[src/rtl/hs_pkg.sv]
// Shared types and width helpers for the round-robin handshake arbiter.
package hs_pkg;

   typedef enum logic {
      IDLE  = 1'b0,
      GRANT = 1'b1
   } state_e;

   localparam int NUM_REQ_DEF   = 4;
   localparam int DATA_W_DEF    = 8;
   localparam int MAX_BURST_DEF = 4;

   // Index width never collapses to zero bits, even for a single requester.
   function automatic int gid_w(input int n);
      return (n <= 2) ? 1 : $clog2(n);
   endfunction

   function automatic int cnt_w(input int max_burst);
      return $clog2(max_burst + 1);
   endfunction

endpackage

[src/rtl/rr_pick.sv]
// Combinational round-robin pick: first set request at or after ptr, wrapping.
module rr_pick #(
   parameter int NUM_REQ = 4,
   parameter int IDX_W   = 2
) (
   input  logic [NUM_REQ-1:0] req,
   input  logic [IDX_W-1:0]   ptr,
   output logic [IDX_W-1:0]   idx,
   output logic               hit
);

   logic [2*NUM_REQ-1:0] dbl;

   // Low copy masked below ptr, high copy unmasked: the lowest set bit of the
   // doubled vector is the round-robin winner, folded back modulo NUM_REQ.
   always_comb begin
      dbl = {req, req};
      for (int j = 0; j < NUM_REQ; j++) begin
         if (j < int'(ptr)) dbl[j] = 1'b0;
      end
      idx = '0;
      hit = 1'b0;
      for (int j = 2*NUM_REQ-1; j >= 0; j--) begin
         if (dbl[j]) begin
            hit = 1'b1;
            idx = IDX_W'(j % NUM_REQ);
         end
      end
   end

endmodule

[src/rtl/hs_rr_arbiter.sv]
// Round-robin arbiter sharing one valid/ready slave channel among NUM_REQ masters,
// with per-grant burst locking up to MAX_BURST beats and no data storage.
module hs_rr_arbiter
   import hs_pkg::*;
#(
   parameter int NUM_REQ   = NUM_REQ_DEF,
   parameter int DATA_W    = DATA_W_DEF,
   parameter int MAX_BURST = MAX_BURST_DEF,
   parameter int GID_W     = gid_w(NUM_REQ)
) (
   input  logic                      clk,
   input  logic                      rst,
   input  logic [NUM_REQ-1:0]        m_valid,
   input  logic [NUM_REQ*DATA_W-1:0] m_data,
   output logic [NUM_REQ-1:0]        m_ready,
   output logic                      s_valid,
   output logic [DATA_W-1:0]         s_data,
   input  logic                      s_ready,
   output logic [GID_W-1:0]          grant_id,
   output logic                      busy
);

   localparam int CNT_W = cnt_w(MAX_BURST);

   state_e                          state_q, state_d;
   logic [GID_W-1:0]                ptr_q, ptr_d;
   logic [GID_W-1:0]                gid_q, gid_d;
   logic [CNT_W-1:0]                cnt_q, cnt_d;
   logic [GID_W-1:0]                pick_idx;
   logic                            pick_hit;
   logic                            xfer;
   logic                            rel;
   logic [NUM_REQ-1:0][DATA_W-1:0]  m_data_a;

   assign m_data_a = m_data;

   rr_pick #(
      .NUM_REQ (NUM_REQ),
      .IDX_W   (GID_W)
   ) u_pick (
      .req (m_valid),
      .ptr (ptr_q),
      .idx (pick_idx),
      .hit (pick_hit)
   );

   always_ff @(posedge clk or negedge rst) begin
      if (!rst) begin
         state_q <= IDLE;
         ptr_q   <= '0;
         gid_q   <= '0;
         cnt_q   <= '0;
      end else begin
         state_q <= state_d;
         ptr_q   <= ptr_d;
         gid_q   <= gid_d;
         cnt_q   <= cnt_d;
      end
   end

   always_comb begin
      state_d = state_q;
      ptr_d   = ptr_q;
      gid_d   = gid_q;
      cnt_d   = cnt_q;
      m_ready = '0;
      s_valid = 1'b0;
      s_data  = '0;
      xfer    = 1'b0;
      rel     = 1'b0;
      case (state_q)
         IDLE: begin
            if (pick_hit) begin
               gid_d   = pick_idx;
               cnt_d   = '0;
               state_d = GRANT;
            end
         end
         GRANT: begin
            // Owner's channel passes straight through; ready is not gated by valid.
            s_valid        = m_valid[gid_q];
            s_data         = m_data_a[gid_q];
            m_ready[gid_q] = s_ready;
            xfer           = m_valid[gid_q] && s_ready;
            if (xfer) begin
               cnt_d = cnt_q + CNT_W'(1);
               if (cnt_q == CNT_W'(MAX_BURST-1)) rel = 1'b1;
            end else if (!m_valid[gid_q]) begin
               rel = 1'b1;
            end
            if (rel) begin
               state_d = IDLE;
               ptr_d   = (gid_q == GID_W'(NUM_REQ-1)) ? '0 : gid_q + GID_W'(1);
            end
         end
         default: state_d = IDLE;
      endcase
   end

   assign grant_id = gid_q;
   assign busy     = (state_q == GRANT);

endmodule

[config.mk]
export PLATFORM = sky130hd
export DESIGN_NAME = hs_rr_arbiter
export DESIGN_NICKNAME = d
export VERILOG_FILES = /design/src/rtl/hs_pkg.sv /design/src/rtl/rr_pick.sv /design/src/rtl/hs_rr_arbiter.sv
export SDC_FILE = /design/constraint.sdc
export NUM_CORES = 1
export LEC_CHECK = 0
export CAP_MARGIN = 25
export CORE_MARGIN = 1
export CORE_UTILIZATION = 28
export DETAILED_ROUTE_END_ITERATION = 7
export PLACE_DENSITY = 0.77
export SLEW_MARGIN = 20
export SYNTH_ARGS = -nofsm -noshare
export SYNTH_HDL_FRONTEND = slang
export SYNTH_SLANG_ARGS = --single-unit
[constraint.sdc]
create_clock -name clk -period 2.8 [get_ports clk]
set_clock_uncertainty 0.15 [all_clocks]
set_input_delay 0.28 -clock clk [delete_from_list [all_inputs] [get_ports clk]]
set_output_delay 0.28 -clock clk [all_outputs]
set_load 0.1 [all_outputs]
==> flow_summary.json <==
{
  "status": "complete, no violations",
  "cp_num_buf_inv": 1,
  "postSynthAreaPerCell_um2": 9.98,
  "syn_inst": 78,
  "grt_max_degree": 20,
  "max_stage_delay_ns": 0.60,
  "grt_overflow_total": 0,
  "start_util_pct": 30.6,
  "dr.pass1.iters": 4,
  "grt_pass1_wl_um": 3200,
  "clk_latency_ns": 0.26,
  "wl_um": 2180,
  "syn_area_um2": 778,
  "ios": 55,
  "cts.clk_slew.worst_paths_ns": 0.06,
  "critPathMaxFanout": 15,
  "dieArea_mm2": 0.00299,
  "h-tree-depth": 1,
  "hold_class": "in2async",
  "synth_top_family_by_area": "multiplexers",
  "crit_end": "s_data[7]",
  "final_cell_mix": "38 x clkdlybuf4s50_1, 17 x buf_4, 9 x mux4_2, 9 x and2_1",
  "synth-compound-area-share_pct": 11.1,
  "fillers": 229,
  "clockBufferDepth": 2,
  "critPathTopFamily": "flip-flops",
  "finalCritPeriodShare_pct": 79.8,
  "drt_iter0_drc": 1,
  "cts_setup_buffers": 0,
  "wl_per_cell_um": 13.3,
  "rsz0062_at_grt": "false",
  "r2r-start": "grant_id[0]$_DFFE_PN0P_",
  "die_y_um": 54.7,
  "ys_seq_elements": 8,
  "finalMaxSlewViolations": 0,
  "seq_area_frac_synth_pct": 25.7,
  "drc": 0,
  "dp_hpwl_um": 1810,
  "layout-drive-gt1-share_pct": 24.6,
  "multi_input_area_um2": 534,
  "tritoncts": "yes",
  "min_period_ns": 2.24,
  "yosys.area.top_type": "mux4_2",
  "ant_nets": 0,
  "place_area_mm2": 0.00131,
  "startpoint": "grant_id[0]$_DFFE_PN0P_",
  "nets": 180,
  "antenna_found_initial": 0,
  "crit_path_end_kind": "output pin",
  "path_depth": 3,
  "relSlewSlack_pct": 67.4,
  "clock-sinks": 8,
  "hold_viol": 0,
  "maxCapViolations": 0,
  "cpMaxStageDelayCell": "dfrtp_2",
  "yosys_warnings": 0,
  "crit_arrival_ns": 1.81,
  "syn_nets": 123,
  "synthSimpleGateAreaFrac_pct": 18.5,
  "area_growth_pct": 71.9,
  "finalSetupViolCount": 0,
  "synthAdderAreaFrac_pct": 9.65,
  "synthMuxAreaShare_pct": 29.4,
  "place.gp.congestion": 0.765,
  "reg2reg_slack_ns": 1.00,
  "grt_pass1_vias": 780,
  "port_buffers": 54,
  "diodes": 0,
  "reg2regPathDepth": 4,
  "final_common_cell": "clkdlybuf4s50_1",
  "cp.required_ns": 2.37,
  "synth_xor_area_share_pct": 0,
  "die_w_um": 54.7,
  "synth_area_leaders": "mux4_2 26%, dfrtp_1 26%, ha_1 9.6%",
  "fmax_ghz": 0.447,
  "coreArea_mm2": 0.00254,
  "critPathKind": "reg2out",
  "num_rows": 18,
  "register_area_um2": 201,
  "stdcell_area_mm2": 0.00134,
  "r2r-end": "ptr_q[1]$_DFFE_PN0P_",
  "synth_top_area_share_pct": 26.0,
  "viasPerCell": 5.07,
  "path_cells": "mux4_2 > and2_1 > buf_4",
  "tightest_slew_ns": 0.489,
  "cts_buffers": 3,
  "cp-start-kind": "flop",
  "postCtsHoldBufs": 0,
  "synth.distinct_cells": 22,
  "cts_resized": 0,
  "vias": 832,
  "clockRootBuffer": "clkbuf_4",
  "grtUsageTotal_pct": 14.8,
  "timing.setup.tns_ns": 0
}
-- kinds of logic after synthesis --
logic type	Yosys count
buffers and inverters	11
adder cells (fa/ha/maj)	6
AO/OA/AOI/OAI	14
AND/OR/NAND/NOR	28
multiplexers	11
flip-flops	8
-- cells in the mapped netlist --
cell,instances
a21boi_0,1
o31ai_1,1
o22ai_1,1
a21o_1,1
nand2_1,8
mux4_2,9
o21ai_0,7
ha_1,6
and2_1,9
dfrtp_1,8
clkbuf_1,1
nor3_1,1
mux2_2,1
inv_1,8
nand3_1,4
a21oi_1,1
a31o_2,1
buf_2,2
nor2_1,2
and3_1,4
a221oi_1,1
mux2_4,1
-- area by class of cell --
type,instances,share of cell area [%]
Inverter,8,2.25
Sequential cell,8,15.1
Timing Repair Buffer,55,38.0
Multi-Input combinational cell,59,39.9
Clock buffer,4,1.96
Tap cell,30,2.81
-- state kept, by name (all words and copies together) (netlist names) --
name,flops
ptr_q,2
busy,1
grant_id,2
cnt_q,3
-- how the worst min path moves through the flow --
stage,from,end,slack (ns),cells after the start
after floorplan,rst,busy$_DFF_PN0_,-0.17,0
after global placement,cnt_q[0]$_DFFE_PN0P_,cnt_q[0]$_DFFE_PN0P_,0.34,1
after detailed placement,cnt_q[1]$_DFFE_PN0P_,cnt_q[1]$_DFFE_PN0P_,0.36,2
after CTS,rst,ptr_q[1]$_DFFE_PN0P_,0.16,1
after global routing,rst,ptr_q[0]$_DFFE_PN0P_,0.18,1
final,rst,ptr_q[0]$_DFFE_PN0P_,0.14,1
-- per-layer routing --
layer	share of wire, %	vias to the layer above	wire length (µm)	GRT usage (%)
li1	-	395	-	-
met1	32	392	689	13.6
met2	51	41	1120	30.7
met3	16	4	342	3.89
met4	1.1	0	23	3.85
met5	0	-	0	0
-- through the flow --
stage                     instances  hold slack [ns]  utilization (%)  worst slack [ns]
after floorplan                  78           -0.166                -            0.0836
after global placement          160            0.337             51.5             0.681
after detailed placement        160            0.355             51.5             0.645
after CTS                       164            0.157             52.6             0.535
after global routing            164            0.181             52.6             0.456
final                           164            0.143             52.6             0.565
Power is left out: the tool's default activity adds up to more than one toggle a clock period on the data nets, which glitch-free logic cannot reach.
